### src/rtl/lsu_pkg.sv
// Shared types and helpers for the LSU load path.
//   load_size_e : encoded access size (B/H/W/D) as carried on req_size_in
//   ld_state_e  : states of the load sequencing FSM
//   byte_off_w  : width of the byte offset within one bus beat (XLEN/8 bytes)
package lsu_pkg;

  typedef enum logic [1:0] {
    LS_B = 2'b00,
    LS_H = 2'b01,
    LS_W = 2'b10,
    LS_D = 2'b11
  } load_size_e;

  typedef enum logic [2:0] {
    ST_IDLE  = 3'd0,
    ST_REQ0  = 3'd1,
    ST_WAIT0 = 3'd2,
    ST_REQ1  = 3'd3,
    ST_WAIT1 = 3'd4,
    ST_RESP  = 3'd5
  } ld_state_e;

  function automatic int byte_off_w(input int xlen);
    return $clog2(xlen / 8);
  endfunction

endpackage

### src/rtl/lsu_load_extend.sv
// Combinational merge / align / extend for a load of up to two bus beats.
// The two beats are concatenated {beat1, beat0}, shifted right by the byte
// offset, and the low 8/16/32/64 bits are sign- or zero-extended to XLEN.
// Ports:
//   beat0_i    first (lower-address) bus beat
//   beat1_i    second beat of a split access, zero otherwise
//   offset_i   byte offset of the load address within beat0
//   size_i     access size
//   unsigned_i 1 = zero-extend, 0 = sign-extend
//   data_o     extended result
module lsu_load_extend
  import lsu_pkg::*;
#(
  parameter int XLEN  = 32,
  parameter int OFF_W = byte_off_w(XLEN)
) (
  input  logic [XLEN-1:0]  beat0_i,
  input  logic [XLEN-1:0]  beat1_i,
  input  logic [OFF_W-1:0] offset_i,
  input  load_size_e       size_i,
  input  logic             unsigned_i,
  output logic [XLEN-1:0]  data_o
);

  logic [XLEN-1:0] low;
  logic [XLEN-1:0] b_ext;
  logic [XLEN-1:0] h_ext;
  logic [XLEN-1:0] w_ext;
  logic [XLEN-1:0] d_ext;

  // Only the low XLEN bits of the shifted pair are ever needed.
  assign low = XLEN'({beat1_i, beat0_i} >> {offset_i, 3'b000});

  assign b_ext = {{(XLEN-8){~unsigned_i & low[7]}}, low[7:0]};
  assign h_ext = {{(XLEN-16){~unsigned_i & low[15]}}, low[15:0]};

  generate
    if (XLEN == 64) begin : g_x64
      assign w_ext = {{32{~unsigned_i & low[31]}}, low[31:0]};
      assign d_ext = low;
    end else begin : g_x32
      assign w_ext = low;
      // Doubleword on a 32-bit datapath is a fault; data is forced to zero.
      assign d_ext = '0;
    end
  endgenerate

  always_comb begin
    data_o = '0;
    case (size_i)
      LS_B:    data_o = b_ext;
      LS_H:    data_o = h_ext;
      LS_W:    data_o = w_ext;
      default: data_o = d_ext;
    endcase
  end

endmodule

### src/rtl/lsu_load_align_pipe.sv
// Sequential LSU load path: accepts one load at a time, issues one or two
// aligned bus reads, then returns the aligned and extended result with its
// destination tag.
// Configuration macro: MISALIGNED_SPLIT_EN
//   defined     : loads crossing a bus-beat boundary use two bus reads
//   not defined : such loads fault without touching the bus
// Ports:
//   clk_in, reset_in (async, active-high)
//   req_*  : load request handshake (addr, size, unsigned, tag)
//   dm_*   : aligned data-memory read request and in-order read data
//   ld_*   : result handshake (data, tag, fault)
module lsu_load_align_pipe
  import lsu_pkg::*;
#(
  parameter int XLEN   = 32,
  parameter int ADDR_W = 32,
  parameter int TAG_W  = 5
) (
  input  logic              clk_in,
  input  logic              reset_in,
  input  logic              req_valid_in,
  output logic              req_ready_o,
  input  logic [ADDR_W-1:0] req_addr_in,
  input  logic [1:0]        req_size_in,
  input  logic              req_unsigned_in,
  input  logic [TAG_W-1:0]  req_tag_in,
  output logic              dm_req_valid_o,
  input  logic              dm_req_ready_in,
  output logic [ADDR_W-1:0] dm_addr_o,
  input  logic              dm_rvalid_in,
  input  logic [XLEN-1:0]   dm_rdata_in,
  output logic              ld_valid_o,
  input  logic              ld_ready_in,
  output logic [XLEN-1:0]   ld_data_o,
  output logic [TAG_W-1:0]  ld_tag_o,
  output logic              ld_fault_o
);

  localparam int OFF_W     = byte_off_w(XLEN);
  localparam int BUS_BYTES = XLEN / 8;

  ld_state_e         state_q, state_d;
  logic [ADDR_W-1:0] addr_q;
  load_size_e        size_q;
  logic              uns_q;
  logic [TAG_W-1:0]  tag_q;
  logic              fault_q;
  logic              split_q;
  logic [XLEN-1:0]   beat0_q;
  logic [XLEN-1:0]   beat1_q;

  logic              accept;
  logic [OFF_W-1:0]  req_off;
  logic [3:0]        req_bytes;
  logic [4:0]        req_span;
  logic              req_split;
  logic              req_illegal;
  logic              req_fault;
  logic [ADDR_W-1:0] base_addr;
  logic [XLEN-1:0]   ext_data;

  assign accept = req_valid_in && (state_q == ST_IDLE);

  // Request decode: a load needs two beats when its last byte lies past
  // the end of the beat containing its first byte.
  always_comb begin
    req_off     = req_addr_in[OFF_W-1:0];
    req_bytes   = 4'd1 << req_size_in;
    req_span    = 5'(req_off) + 5'(req_bytes);
    req_split   = req_span > 5'(BUS_BYTES);
    req_illegal = (XLEN == 32) && (load_size_e'(req_size_in) == LS_D);
`ifdef MISALIGNED_SPLIT_EN
    req_fault   = req_illegal;
`else
    req_fault   = req_illegal || req_split;
`endif
  end

  // Request / beat capture registers.
  always_ff @(posedge clk_in or posedge reset_in) begin
    if (reset_in) begin
      addr_q  <= '0;
      size_q  <= LS_B;
      uns_q   <= 1'b0;
      tag_q   <= '0;
      fault_q <= 1'b0;
      split_q <= 1'b0;
      beat0_q <= '0;
      beat1_q <= '0;
    end else begin
      if (accept) begin
        addr_q  <= req_addr_in;
        size_q  <= load_size_e'(req_size_in);
        uns_q   <= req_unsigned_in;
        tag_q   <= req_tag_in;
        fault_q <= req_fault;
        split_q <= req_split && !req_fault;
        // beat1 must read as zero for single-beat merges.
        beat0_q <= '0;
        beat1_q <= '0;
      end
      if ((state_q == ST_WAIT0) && dm_rvalid_in) beat0_q <= dm_rdata_in;
      if ((state_q == ST_WAIT1) && dm_rvalid_in) beat1_q <= dm_rdata_in;
    end
  end

  // FSM state register.
  always_ff @(posedge clk_in or posedge reset_in) begin
    if (reset_in) state_q <= ST_IDLE;
    else          state_q <= state_d;
  end

  // FSM next-state logic.
  always_comb begin
    state_d = state_q;
    case (state_q)
      ST_IDLE:  if (req_valid_in) state_d = req_fault ? ST_RESP : ST_REQ0;
      ST_REQ0:  if (dm_req_ready_in) state_d = ST_WAIT0;
      ST_WAIT0: if (dm_rvalid_in) state_d = split_q ? ST_REQ1 : ST_RESP;
      ST_REQ1:  if (dm_req_ready_in) state_d = ST_WAIT1;
      ST_WAIT1: if (dm_rvalid_in) state_d = ST_RESP;
      ST_RESP:  if (ld_ready_in) state_d = ST_IDLE;
      default:  state_d = ST_IDLE;
    endcase
  end

  assign base_addr = {addr_q[ADDR_W-1:OFF_W], {OFF_W{1'b0}}};

  // FSM outputs. Result fields are gated to RESP so that they read zero
  // while idle or in flight.
  always_comb begin
    req_ready_o    = 1'b0;
    dm_req_valid_o = 1'b0;
    dm_addr_o      = '0;
    ld_valid_o     = 1'b0;
    ld_data_o      = '0;
    ld_tag_o       = '0;
    ld_fault_o     = 1'b0;
    case (state_q)
      ST_IDLE: req_ready_o = 1'b1;
      ST_REQ0: begin
        dm_req_valid_o = 1'b1;
        dm_addr_o      = base_addr;
      end
      ST_REQ1: begin
        dm_req_valid_o = 1'b1;
        // Wraps modulo 2^ADDR_W by construction.
        dm_addr_o      = base_addr + ADDR_W'(BUS_BYTES);
      end
      ST_RESP: begin
        ld_valid_o = 1'b1;
        ld_tag_o   = tag_q;
        ld_fault_o = fault_q;
        ld_data_o  = fault_q ? '0 : ext_data;
      end
      default: ;
    endcase
  end

  lsu_load_extend #(
    .XLEN  (XLEN),
    .OFF_W (OFF_W)
  ) u_extend (
    .beat0_i    (beat0_q),
    .beat1_i    (beat1_q),
    .offset_i   (addr_q[OFF_W-1:0]),
    .size_i     (size_q),
    .unsigned_i (uns_q),
    .data_o     (ext_data)
  );

endmodule

### config.mk
export PLATFORM = sky130hd
export DESIGN_NAME = lsu_load_align_pipe
export DESIGN_NICKNAME = d
export VERILOG_FILES = /design/src/rtl/lsu_pkg.sv /design/src/rtl/lsu_load_extend.sv /design/src/rtl/lsu_load_align_pipe.sv
export SDC_FILE = /design/constraint.sdc
export NUM_CORES = 1
export LEC_CHECK = 0
export CAP_MARGIN = 20
export CORE_ASPECT_RATIO = 0.5
export CORE_MARGIN = 8
export CORE_UTILIZATION = 52
export DETAILED_ROUTE_END_ITERATION = 8
export PLACE_DENSITY = 0.89
export SLEW_MARGIN = 20
export SYNTH_ARGS = -nofsm -noshare
export SYNTH_HDL_FRONTEND = slang
export SYNTH_HIERARCHICAL = 1
export SYNTH_SLANG_ARGS = --single-unit
### constraint.sdc
create_clock -name clk_in -period 4.58 [get_ports clk_in]
set_clock_uncertainty 0.2 [all_clocks]
set_input_delay 0.916 -clock clk_in [delete_from_list [all_inputs] [get_ports clk_in]]
set_output_delay 0.916 -clock clk_in [all_outputs]
set_load 0.02 [all_outputs]
-- Word-level counts from Yosys, hierarchy flattened
Cells that the tools add are included.
- word-level logic and storage cells: 64
- bits in registers: 109
- input bits: 78
- output and inout port bits: 73
- magnitude comparators: 1
- bitwise operators: 3
- add/sub/neg operators: 2
- reductions and logical operators: 12
- muxes and demuxes: 21
- equal/unequal tests: 14
- shift operators: 2
- operators with widths (operator ; count):
    two-way mux 32 bit ; 5
    one-hot mux 32 bit (3 select lines) ; 1
    one-hot mux 32 bit (2 select lines) ; 1
    >> shifter 64 x 5 -> 32 bit ; 1
    adder 32 x 3 -> 32 bit (second input constant) ; 1
    two-way mux 3 bit ; 8
    one-hot mux 3 bit (6 select lines) ; 1
    != test 2 bit (second input constant) ; 6
    equality test 3 x 2 -> 1 bit (second input constant) ; 2
    equality test 3 bit (second input constant) ; 2
    AND reduction 6 bit ; 1
    adder 2 x 4 -> 5 bit ; 1
    > comparator 5 x 3 -> 1 bit (second input constant) ; 1
    two-way mux 5 bit ; 1
    equality test 2 bit (second input constant) ; 2
    logical AND 1 bit ; 4
    two-way mux 1 bit ; 4
    nonzero test 2 bit ; 2
    << shifter 1 x 2 -> 4 bit (first input constant) ; 1
    equality test 3 x 1 -> 1 bit (second input constant) ; 1
    logical NOT 3 bit ; 1
    AND 1 bit ; 2
    equality test 2 x 1 -> 1 bit (second input constant) ; 1
    logical NOT 2 bit ; 1
    4 further kinds ; 4

-- Logic depth before layout (Yosys ltp)
- word-level depth: 7
- mapped depth: 8
- mapped depth without buffers: 8

-- Hierarchy
Netlist, hierarchy kept.
- by module, submodules not included (module ; seq. area each (µm²) ; cells an instance ; instances ; area an instance (µm²)):
    lsu_load_align_pipe ; 2727.6 ; 597 ; 1 ; 5455.2
    lsu_load_extend ; 0.0 ; 118 ; 1 ; 1358.8

-- Least setup slack after synthesis
Ideal clock, no wire load.
- kind: flip-flop to output port
- start point: register addr_q[9]
- end point: output dm_addr_o[21]
- path slack: 1.288 ns
- arrival time: 2.176 ns
- buffers on the path: 2
- stages on the path, launching flop included: 7
- data required time: 3.464 ns
- cell sequence: dfrtp_1 nand4_2 or4_4 buf_6 buf_6 or4_1 a21oi_1
- cells in the longest elaborated chain, start to end: 2
- ends and longest elaborated chain (what ; RTL line ; RTL):
    start, declared ; lsu_load_align_pipe.sv:43 ; logic [ADDR_W-1:0] addr_q;
    start signal, assigned ; lsu_load_align_pipe.sv:92 ; addr_q <= req_addr_in;
    adder 32 x 3 -> 32 bit ; lsu_load_align_pipe.sv:148 ; dm_addr_o = base_addr + ADDR_W'(BUS_BYTES);
    one-hot mux 32 bit (2 select lines) ; lsu_load_align_pipe.sv:139 ; case (state_q)
    end, declared ; lsu_load_align_pipe.sv:29 ; output logic [ADDR_W-1:0] dm_addr_o,
No other way between the ends.

-- Worst setup path in the final report
- start point: register addr_q[10]
- end point: output dm_addr_o[19]
Same word-level chain as after synthesis.

==> run metrics <==
largest net degree at the start of global routing 102; port bufs 148; Synth Instances 683; Clk network pwr share 15.1%; CTS tree yes; Worst VDD drop 0.320 mV; status finished, final reports clean; Avg Synthesized Cell Area 9.54 um2; RePlAce Congestion 0.822; CP Capture Type output port; Core ar. 0.0124 mm2; unrepaired setup endpoints after global routing false; required time of the critical path 3.46 ns; hold_buf cts 0; Die Area 0.0166 mm2; initial DRC count 454; Critical Path Start Type flip-flop; post_cts resized 0; total clock buffers created by CTS 9; reg-to-reg setup timing slack 1.96 ns; Cells on Worst Hold Path 1; Pre-antenna DRT Iters 7; total leakage power 3.18 nW; routed vias 5610; Max Buffers Root-to-Sink 2; Syn Std Cell Area 0.00651 mm2; DRT antenna net count 0; n_diodes 0; Int Pwr 2.96 mW; final hold viol count 0; layout overhead on the synthesized area 27.2%; H-tree depth 3; combinational power share 46.7%; Reg clk slew, reported paths 0.07 ns; Sum Neg Setup Slack 0 ns; IO Pins 151; normalized max-slew margin 32.2%; Die H 95.1 um; per-cell routed wire length 17.8 um; Crit Path Max Fanout 34; Tightest Pin Transition 1.02 ns; final wirelength 17200 um; vias per cell 5.81; Die Wd 174 um; sw power 2.05 mW; CTS Sinks 101; Starting Density 52.3%; maximum capacitance violations 0; Pwr Total 5.01 mW; initial antenna violation count 0; Worst Path Arrival 3.04 ns; max-slew violation count 0; worst skew pair latency 0.34 ns; crit path time final 4.16 ns; Global Route Usage Sum 20.6%; CTS root buf clkbuf_16; nets@finish 874; Fmax 0.240 GHz; power per cell area 605 mW/mm2; Post-Place Cells 951; residual DRC count 0; HPWL after DPL 12400 um; layout cells sized above 1 14.7%; final setup violation count 0; GRT overflow 0; worst min path class flip-flop to flip-flop; Worst Reg2Reg Path Length in Cells 3; WS Path Type flip-flop to output port; fin crit share 90.8%; first-pass GRT wire length 28000 um; vias in the first global route 5419; synth warn 6; buffer count from post-CTS setup fixing 0; sw frac 40.9%; Reg power frac 38.2%; Final Non-Filler Cells 966; Std-Cell Rows 29
## per-layer routing
metal | global-route usage [%] | up-vias | part of all wire [%] | wire length (um)
li1 | - | 2629 | - | -
met5 | 0 | - | 0 | 0
met3 | 6.80 | 30 | 10 | 1760
met1 | 26.2 | 2675 | 42 | 7200
met4 | 7.07 | 0 | 2.0 | 343
met2 | 33.1 | 276 | 46 | 7940
## placed cells by master (no fill, tap or decap), drive strengths merged, types with 2 or more instances in the layout
| cell type | instances |
|---|---|
| nand2 | 157 |
| clkdlybuf4s50 | 148 |
| dfrtp | 101 |
| o21ai | 65 |
| and2 | 41 |
| mux2 | 41 |
| mux4 | 32 |
| a21oi | 29 |
| nor2 | 17 |
| inv | 17 |
| a31oi | 16 |
| or4 | 15 |
| o31ai | 14 |
| nor2b | 10 |
| clkbuf | 10 |
| nor3 | 9 |
| nand4 | 9 |
| xnor2 | 7 |
| buf | 7 |
| xor2 | 5 |
| nand3 | 5 |
| nor4 | 4 |
| mux2i | 3 |
| and4 | 3 |
| or3 | 3 |
| ha | 3 |
| o211ai | 2 |
| o31a | 2 |
| o21a | 2 |
| a211oi | 2 |
| conb | 2 |
| clkinv | 2 |
| nor4b | 2 |
| a32oi | 2 |
| and3 | 2 |
| nand2b | 2 |
## worst paths after layout
check,startpoint,end
hold reg to reg,tag_q[2]$_DFFE_PP0P_,tag_q[2]$_DFFE_PP0P_
min in group asynchronous,reset_in,beat0_q[2]$_DFFE_PP0P_
setup reg to reg,state_q[1]$_DFFE_PP0P_,addr_q[11]$_DFFE_PP0P_
setup / recovery,addr_q[10]$_DFFE_PP0P_,dm_addr_o[19]
max in group asynchronous,reset_in,addr_q[20]$_DFFE_PP0P_
hold / removal,tag_q[2]$_DFFE_PP0P_,tag_q[2]$_DFFE_PP0P_
## metrics by stage
stage	instance area (um2)	util, %	hold slack (ns)	setup WS [ns]
final	8280	66.6	0.301	0.422
after global routing	8280	66.6	0.323	0.266
after CTS	8270	66.5	0.301	0.397
after detailed placement	7980	64.1	0.286	0.805
after global placement	7980	64.1	0.281	0.875
after floorplan	6520	-	0.265	0.817
## power by group through the flow
stage / clock network, mW / registers, mW / logic [mW]
after floorplan: 0 / 1.62 / 1.86
after global placement: 0 / 1.86 / 2.26
after detailed placement: 0 / 1.91 / 2.33
after CTS: 0.771 / 1.90 / 2.34
after global routing: 0.801 / 1.99 / 2.54
final: 0.758 / 1.91 / 2.34
## worst max-delay path, cell delays in order (launching register included)
cell and delay, ns:
dfrtp_1 0.43, nand4_2 0.18, or4_4 0.71, or4_1 0.54, a21oi_1 0.18, clkdlybuf4s50_1 0.64
## state kept, by name, indices dropped and copies added, names as in the netlist
register,cells
fault_q,1
beat0_q,32
state_q,3
addr_q,32
size_q,2
split_q,1
uns_q,1
beat1_q,24
tag_q,5
## final cells by class
class | instances | area (um2)
multi-input combinational | 510 | 3660
inverter | 15 | 61.3
clock inverter | 5 | 57.6
sequential | 101 | 2530
fill | 944 | 4160
tap | 170 | 213
timing repair buffer | 155 | 1530
clock buffer | 10 | 229
Note: power is estimated with default switching activity, not from simulation.
